### config.mk
export PLATFORM = sky130hd
export DESIGN_NAME = bp_pht_scheduler_flat
export DESIGN_NICKNAME = d
export VERILOG_FILES = /design/src/rtl/bp_pht_scheduler_if.sv /design/src/rtl/bp_pht_scheduler.sv /design/src/flat_wrapper.sv
export SDC_FILE = /design/constraint.sdc
export NUM_CORES = 1
export LEC_CHECK = 0
export ABC_AREA = 1
export BUFFER_PORTS_ARGS = -buffer_cell sky130_fd_sc_hd__buf_4
export CAP_MARGIN = 30
export CORE_MARGIN = 4
export CORE_UTILIZATION = 35
export DETAILED_ROUTE_END_ITERATION = 6
export SLEW_MARGIN = 20
export SYNTH_ARGS = -nofsm -noshare
export SYNTH_HDL_FRONTEND = slang
export SYNTH_SLANG_ARGS = --single-unit
### constraint.sdc
create_clock -name clk -period 2.9 [get_ports clk]
set_clock_uncertainty 0.2 [all_clocks]
set_input_delay 0.58 -clock clk [delete_from_list [all_inputs] [get_ports clk]]
set_output_delay 0.58 -clock clk [all_outputs]
set_load 0.01 [all_outputs]
### src/rtl/bp_pht_scheduler_if.sv
// Fetch, execute and PHT-macro signals of the PHT scheduler bundled as one interface.
// The slave modport is taken by the scheduler; master is the surrounding pipeline/SRAM side.
interface bp_pht_scheduler_if #(
  parameter int PC_WIDTH = 32,
  parameter int IDX_BITS = 12
);
  logic                pred_req;
  logic [PC_WIDTH-1:0] pred_pc;
  logic                pred_gnt;
  logic                pred_valid;
  logic                pred_taken;
  logic [IDX_BITS-1:0] pred_hist;

  logic                upd_valid;
  logic [PC_WIDTH-1:0] upd_pc;
  logic [IDX_BITS-1:0] upd_hist;
  logic                upd_taken;
  logic                upd_mispredict;
  logic                upd_ready;

  logic                pht_en;
  logic                pht_we;
  logic [IDX_BITS-1:0] pht_addr;
  logic [1:0]          pht_wdata;
  logic [1:0]          pht_rdata;

  logic [IDX_BITS-1:0] ghist;
  logic                init_busy;

  modport master (
    output pred_req, pred_pc,
    input  pred_gnt, pred_valid, pred_taken, pred_hist,
    output upd_valid, upd_pc, upd_hist, upd_taken, upd_mispredict,
    input  upd_ready,
    input  pht_en, pht_we, pht_addr, pht_wdata,
    output pht_rdata,
    input  ghist, init_busy
  );

  modport slave (
    input  pred_req, pred_pc,
    output pred_gnt, pred_valid, pred_taken, pred_hist,
    input  upd_valid, upd_pc, upd_hist, upd_taken, upd_mispredict,
    output upd_ready,
    output pht_en, pht_we, pht_addr, pht_wdata,
    input  pht_rdata,
    output ghist, init_busy
  );
endinterface

### src/rtl/bp_pht_scheduler.sv
// Arbiter/sequencer for the single-port PHT: init sweep, fetch lookups, queued
// execute updates (read-modify-write of 2-bit counters) and speculative global history.
module bp_pht_scheduler #(
  parameter int PC_WIDTH = 32,
  parameter int IDX_BITS = 12,
  parameter int UQ_DEPTH = 4
) (
  input logic                clk,
  input logic                rst_n,
  bp_pht_scheduler_if.slave  bus
);
  localparam int PW = $clog2(UQ_DEPTH);
  localparam logic [PW:0] QFULL = (PW+1)'(UQ_DEPTH);

  typedef enum logic [1:0] {INIT, IDLE, PRED_RSP, UPD_WR} state_t;

  state_t              state;
  logic [IDX_BITS-1:0] sweep_cnt;
  logic [IDX_BITS-1:0] ghist_q;
  logic [IDX_BITS-1:0] pred_hist_q;
  logic                pred_taken_q;

  logic [IDX_BITS-1:0] q_idx   [UQ_DEPTH];
  logic [IDX_BITS-1:0] q_hist  [UQ_DEPTH];
  logic                q_taken [UQ_DEPTH];
  logic                q_misp  [UQ_DEPTH];
  logic [PW-1:0]       rd_ptr;
  logic [PW-1:0]       wr_ptr;
  logic [PW:0]         count;

  logic                q_full;
  logic                q_empty;
  logic                enq;
  logic                pop;
  logic                grant;
  logic                issue_upd;
  logic [IDX_BITS-1:0] pred_idx;
  logic [IDX_BITS-1:0] head_idx;
  logic [IDX_BITS-1:0] head_hist;
  logic                head_taken;
  logic                head_misp;
  logic [1:0]          next_ctr;

  assign q_full     = (count == QFULL);
  assign q_empty    = (count == '0);
  assign head_idx   = q_idx[rd_ptr];
  assign head_hist  = q_hist[rd_ptr];
  assign head_taken = q_taken[rd_ptr];
  assign head_misp  = q_misp[rd_ptr];
  assign pred_idx   = bus.pred_pc[IDX_BITS-1:0] ^ ghist_q;

  // A full queue pre-empts fetch so execute can never be starved by back-to-back lookups.
  assign issue_upd  = (state == IDLE) && (q_full || (!bus.pred_req && !q_empty));
  assign grant      = (state == IDLE) && bus.pred_req && !q_full;
  assign pop        = (state == UPD_WR);

  assign bus.upd_ready = (state != INIT) && !q_full;
  assign enq           = bus.upd_valid && bus.upd_ready;

  always_comb begin
    next_ctr = bus.pht_rdata;
    if (head_taken) begin
      if (bus.pht_rdata != 2'b11) next_ctr = bus.pht_rdata + 2'd1;
    end else begin
      if (bus.pht_rdata != 2'b00) next_ctr = bus.pht_rdata - 2'd1;
    end
  end

  // INIT outputs are gated by rst_n so the macro sees no enable while reset is held.
  always_comb begin
    bus.pht_en    = 1'b0;
    bus.pht_we    = 1'b0;
    bus.pht_addr  = '0;
    bus.pht_wdata = '0;
    unique case (state)
      INIT: begin
        bus.pht_en    = rst_n;
        bus.pht_we    = rst_n;
        bus.pht_addr  = sweep_cnt;
        bus.pht_wdata = 2'b10;
      end
      IDLE: begin
        if (issue_upd) begin
          bus.pht_en   = 1'b1;
          bus.pht_addr = head_idx;
        end else if (grant) begin
          bus.pht_en   = 1'b1;
          bus.pht_addr = pred_idx;
        end
      end
      UPD_WR: begin
        bus.pht_en    = 1'b1;
        bus.pht_we    = 1'b1;
        bus.pht_addr  = head_idx;
        bus.pht_wdata = next_ctr;
      end
      default: ;
    endcase
  end

  assign bus.pred_gnt   = grant;
  assign bus.pred_valid = (state == PRED_RSP);
  assign bus.pred_taken = (state == PRED_RSP) ? bus.pht_rdata[1] : pred_taken_q;
  assign bus.pred_hist  = pred_hist_q;
  assign bus.ghist      = ghist_q;
  assign bus.init_busy  = (state == INIT);

  always_ff @(posedge clk or negedge rst_n) begin
    if (!rst_n) begin
      state        <= INIT;
      sweep_cnt    <= '0;
      ghist_q      <= '0;
      pred_hist_q  <= '0;
      pred_taken_q <= 1'b0;
      rd_ptr       <= '0;
      wr_ptr       <= '0;
      count        <= '0;
      for (int unsigned i = 0; i < UQ_DEPTH; i++) begin
        q_idx[i]   <= '0;
        q_hist[i]  <= '0;
        q_taken[i] <= 1'b0;
        q_misp[i]  <= 1'b0;
      end
    end else begin
      unique case (state)
        INIT: begin
          sweep_cnt <= sweep_cnt + IDX_BITS'(1);
          if (sweep_cnt == '1) state <= IDLE;
        end
        IDLE: begin
          if (issue_upd) begin
            state <= UPD_WR;
          end else if (grant) begin
            pred_hist_q <= ghist_q;
            state       <= PRED_RSP;
          end
        end
        PRED_RSP: begin
          pred_taken_q <= bus.pht_rdata[1];
          ghist_q      <= {ghist_q[IDX_BITS-2:0], bus.pht_rdata[1]};
          state        <= IDLE;
        end
        UPD_WR: begin
          if (head_misp) ghist_q <= {head_hist[IDX_BITS-2:0], head_taken};
          state <= IDLE;
        end
        default: state <= INIT;
      endcase

      if (enq) begin
        q_idx[wr_ptr]   <= bus.upd_pc[IDX_BITS-1:0] ^ bus.upd_hist;
        q_hist[wr_ptr]  <= bus.upd_hist;
        q_taken[wr_ptr] <= bus.upd_taken;
        q_misp[wr_ptr]  <= bus.upd_mispredict;
        wr_ptr          <= wr_ptr + PW'(1);
      end
      if (pop) rd_ptr <= rd_ptr + PW'(1);
      unique case ({enq, pop})
        2'b10:   count <= count + (PW+1)'(1);
        2'b01:   count <= count - (PW+1)'(1);
        default: ;
      endcase
    end
  end
endmodule

### src/flat_wrapper.sv
// flat-port wrapper written by rule: the top's interface ports become plain ports
module bp_pht_scheduler_flat 
#(
  parameter int PC_WIDTH = 32,
  parameter int IDX_BITS = 12,
  parameter int UQ_DEPTH = 4
)
  (clk, rst_n, bus_pred_req, bus_pred_pc, bus_pred_gnt, bus_pred_valid, bus_pred_taken, bus_pred_hist, bus_upd_valid, bus_upd_pc, bus_upd_hist, bus_upd_taken, bus_upd_mispredict, bus_upd_ready, bus_pht_en, bus_pht_we, bus_pht_addr, bus_pht_wdata, bus_pht_rdata, bus_ghist, bus_init_busy);
  bp_pht_scheduler_if #(.PC_WIDTH(PC_WIDTH), .IDX_BITS(IDX_BITS)) bus_i ();
  input logic clk;
  input logic rst_n;
  input wire logic [$bits(bus_i.pred_req)-1:0] bus_pred_req;
  input wire logic [$bits(bus_i.pred_pc)-1:0] bus_pred_pc;
  output wire logic [$bits(bus_i.pred_gnt)-1:0] bus_pred_gnt;
  output wire logic [$bits(bus_i.pred_valid)-1:0] bus_pred_valid;
  output wire logic [$bits(bus_i.pred_taken)-1:0] bus_pred_taken;
  output wire logic [$bits(bus_i.pred_hist)-1:0] bus_pred_hist;
  input wire logic [$bits(bus_i.upd_valid)-1:0] bus_upd_valid;
  input wire logic [$bits(bus_i.upd_pc)-1:0] bus_upd_pc;
  input wire logic [$bits(bus_i.upd_hist)-1:0] bus_upd_hist;
  input wire logic [$bits(bus_i.upd_taken)-1:0] bus_upd_taken;
  input wire logic [$bits(bus_i.upd_mispredict)-1:0] bus_upd_mispredict;
  output wire logic [$bits(bus_i.upd_ready)-1:0] bus_upd_ready;
  output wire logic [$bits(bus_i.pht_en)-1:0] bus_pht_en;
  output wire logic [$bits(bus_i.pht_we)-1:0] bus_pht_we;
  output wire logic [$bits(bus_i.pht_addr)-1:0] bus_pht_addr;
  output wire logic [$bits(bus_i.pht_wdata)-1:0] bus_pht_wdata;
  input wire logic [$bits(bus_i.pht_rdata)-1:0] bus_pht_rdata;
  output wire logic [$bits(bus_i.ghist)-1:0] bus_ghist;
  output wire logic [$bits(bus_i.init_busy)-1:0] bus_init_busy;
  assign bus_i.pred_req = bus_pred_req;
  assign bus_i.pred_pc = bus_pred_pc;
  assign bus_pred_gnt = bus_i.pred_gnt;
  assign bus_pred_valid = bus_i.pred_valid;
  assign bus_pred_taken = bus_i.pred_taken;
  assign bus_pred_hist = bus_i.pred_hist;
  assign bus_i.upd_valid = bus_upd_valid;
  assign bus_i.upd_pc = bus_upd_pc;
  assign bus_i.upd_hist = bus_upd_hist;
  assign bus_i.upd_taken = bus_upd_taken;
  assign bus_i.upd_mispredict = bus_upd_mispredict;
  assign bus_upd_ready = bus_i.upd_ready;
  assign bus_pht_en = bus_i.pht_en;
  assign bus_pht_we = bus_i.pht_we;
  assign bus_pht_addr = bus_i.pht_addr;
  assign bus_pht_wdata = bus_i.pht_wdata;
  assign bus_i.pht_rdata = bus_pht_rdata;
  assign bus_ghist = bus_i.ghist;
  assign bus_init_busy = bus_i.init_busy;
  bp_pht_scheduler #(.PC_WIDTH(PC_WIDTH), .IDX_BITS(IDX_BITS), .UQ_DEPTH(UQ_DEPTH)) u_core (.clk(clk), .rst_n(rst_n), .bus(bus_i));
endmodule
==> out/metrics.csv <==
stage;metric;value;unit
status;status;finished clean;
job;max_cap viols;0;
clocking;Max Root-Sink Buffers;2;
grt;first-pass GRT wire length;34800;um
floorplanning;Die ar.;0.0240;sq mm
final_layout;fin cells;1379;
worst_hold_path;HP Class;input pin to async pin;
sta;Slew Viols, Final;0;
sta;final hold viol count;0;
final_layout;most frequent cells in the layout;nand2_1, dfrtp_1, buf_4;
synth;Async SR Flop Fraction;100;%
synth;Synth Cell Area;0.00756;sq mm
sta;RSZ-0062 raised after global routing;yes;
grt;met3 Use GR;3.31;%
detailed_routing;Avg Vias per Cell;4.81;
floorplanning;Initial Util;35.7;%
final_layout;Final Net Count;1186;
detailed_routing;TritonRoute pass-1 iters;5;
worst_setup_path;setup slack, reg-to-reg;510;ps
worst_setup_path;CP max FO;7;
worst_setup_path;WP data arrival;2030;ps
sta;final setup vio count;0;
floorplanning;Die H;155;um
clocking;clk root buf;clkbuf_16;
placed_design;Placer Congestion;0.780;
grt;met1 usage;27.2;%
synth;#FFs+latches synth;146;
detailed_routing;post-route ant nets;0;
grt;initial antenna violation count;0;
placed_design;dpl cells;1345;
worst_setup_path;Req. time, crit path;2120;ps
synth;Post-Syn Instances;1015;
sta;fin worst setup slack;87.2;ps
placed_design;pre-CTS setup slack;247;ps
floorplanning;core area;0.0212;sq mm
worst_setup_path;Reg-to-Reg Start;u_core.state[0];
synth;Mean Syn Cell Area;7.45;sq um
synth;Synth Flop Type;dfrtp_1;
clocking;CTS clock-pin slew for the worst setup and hold paths;60;ps
sta;final hold slack;34.0;ps
worst_setup_path;R2R Path End;u_core.count[1];
grt;gr usage total;18.3;%
detailed_routing;initial DRC count;572;
clocking;TritonCTS Buffers;17;
synth;register area share after synthesis;48.3;%
floorplanning;IO Pins;129;
worst_setup_path;CP Class;register to output pin;
clocking;H-tree depth;4;
power_and_ir_drop;Lkg Pwr;4.90;nW
detailed_routing;WL/cell;15.8;um
synth;Yosys warning total;0;
clocking;later-pin clock latency in the skew report;420;ps
detailed_routing;vias post-DR;6635;
detailed_routing;DRC Markers;0;
placed_design;hpwl dp;14000;um
grt;via count of the first global-routing pass;6359;
clocking;CTS tree;built;
worst_setup_path;Worst Setup Start Kind;register;
final_layout;most common cell after layout, fill and taps aside;nand2_1;
final_layout;Area Overhead vs Synth;20.5;%
clocking;# hold bufs at CTS;0;
grt;Most Crowded Layer GR;met2;
placed_design;Buffers on Ports;88;
sta;Max-slew headroom;42.3;%
final_layout;Inserted Diodes;0;
grt;pin count of the biggest net entering global routing;147;
power_and_ir_drop;Max IR drop VDD;363;uV
worst_setup_path;CP endpoint kind;output pin;
synth;net count after synthesis;1110;
clocking;CTS sink cnt;146;
power_and_ir_drop;PwrDens;488;mW/mm^2
worst_setup_path;FF-to-FF path depth;8;
floorplanning;Die Span X;155;um
floorplanning;# rows;53;
grt;GR Overflow Total;0;
sta;clock period minus final worst setup slack;2810;ps
synth;Post-synth EDFFs;0;
sta;final period utilization;97.0;%
sta;worst-margin pin slew;865;ps
detailed_routing;DRT Wirelength;21800;um
sta;Max Fclk;356;MHz
grt;met2 Resource Use GR;27.4;%
synth;post-synth cell types;28;
final_layout;share of cells above drive strength 1;14.3;%
-- report_power, final --
part | leakage (nW) | switching (W) | total, W | internal (W)
sequential | 2.01 | 0 | 0.00204 | 0.00204
combinational | 2.61 | 0.000103 | 0.000159 | 0.0000560
clock | 0.286 | 0.000855 | 0.00225 | 0.00139
total | 4.90 | 0.000957 | 0.00444 | 0.00349
-- flip-flops by register name, indices dropped and copies added (netlist names), 2 cells and up --
name,flops
u_core.sweep_cnt,12
u_core.q_misp,4
u_core.count,3
u_core.wr_ptr,2
u_core.state,2
u_core.rd_ptr,2
u_core.q_idx,48
u_core.bus.ghist,12
u_core.q_taken,4
u_core.q_hist,44
u_core.bus.pred_hist,12
-- logic make-up (layout without fill, tap and decap cells) --
logic type / after synthesis / in the layout / synth area share, %
xor gates and xnor gates: 27 / 27 / 3.13
buffers and inverters: 108 / 197 / 7.04
adders and majority gates: 11 / 11 / 1.92
AOI/OAI and AO/OA: 73 / 73 / 4.92
and+or+nand+nor: 650 / 650 / 34.7
DFF: 146 / 146 / 48.3
-- worst max-delay path, cell delays in order, from the launching register on --
cell and delay, ps:
dfrtp_1 410, inv_1 130, ha_4 180, nand2_2 110, clkinvlp_4 160, nand3_1 100
nand2_1 70, inv_1 40, a21oi_1 240, buf_4 180
-- cell usage after synthesis (all sizes together) (4+ instances only) --
cell      n  area share, %
nor2     60            3.0
inv      57            2.8
o21ai    53            3.5
dfrtp   146             48
xor2     22            2.5
nand2   518             27
xnor2     5           0.58
clkbuf   12           0.60
nand3    66            4.5
buf      35            3.1
ha       10            1.7
clkinv    4           0.46
a21oi    17            1.1
-- worst max-delay path by stage --
stage	startpoint	end	slack, ps	depth (start not counted)
after detailed placement	bus_pred_req	bus_pht_addr[8]	250	9
after floorplan	u_core.state[0]	u_core.count[2]	260	12
after global placement	bus_pred_req	bus_pht_addr[7]	250	9
final	u_core.state[1]	bus_pht_addr[0]	90	9
after CTS	u_core.state[1]	bus_pht_addr[3]	20	9
after global routing	u_core.state[1]	bus_pht_addr[1]	-20	8
-- layer usage --
metal | wire (um) | share of wire, %
met5 | 0 | 0
met4 | 350 | 1.6
met3 | 1350 | 6.2
met2 | 9580 | 44
met1 | 10500 | 48
-- cell type report --
type | instances | area [sq um]
multi-input combinational | 761 | 3410
sequential | 146 | 3650
clock buffer | 22 | 464
tap | 275 | 344
clock inverter | 10 | 133
inverter | 61 | 263
fill | 2137 | 12000
timing repair inverter | 1 | 7.51
timing repair buffer | 103 | 827
-- per-stage QoR --
step                      power [W]  setup TNS [ps]  utilization (%)  area [sq um]
final                       0.00444               0             43.1          9110
after global routing        0.00458           -40.8             43.1          9110
after CTS                   0.00448               0             42.7          9030
after detailed placement    0.00224               0             39.8          8410
after global placement      0.00224               0             39.8          8410
after floorplan             0.00211               0                -          7560
-- timing repair --
action                                  in CTS  in global routing
setup buffers                                0                  0
endpoints found under the setup margin      13                 16
hold endpoints to repair                     0                  0
gates resized for setup                      7                 15
pin swaps                                    0                  0
gates cloned                                 0                  2
No activity file was read; power rests on OpenSTA's default activity.
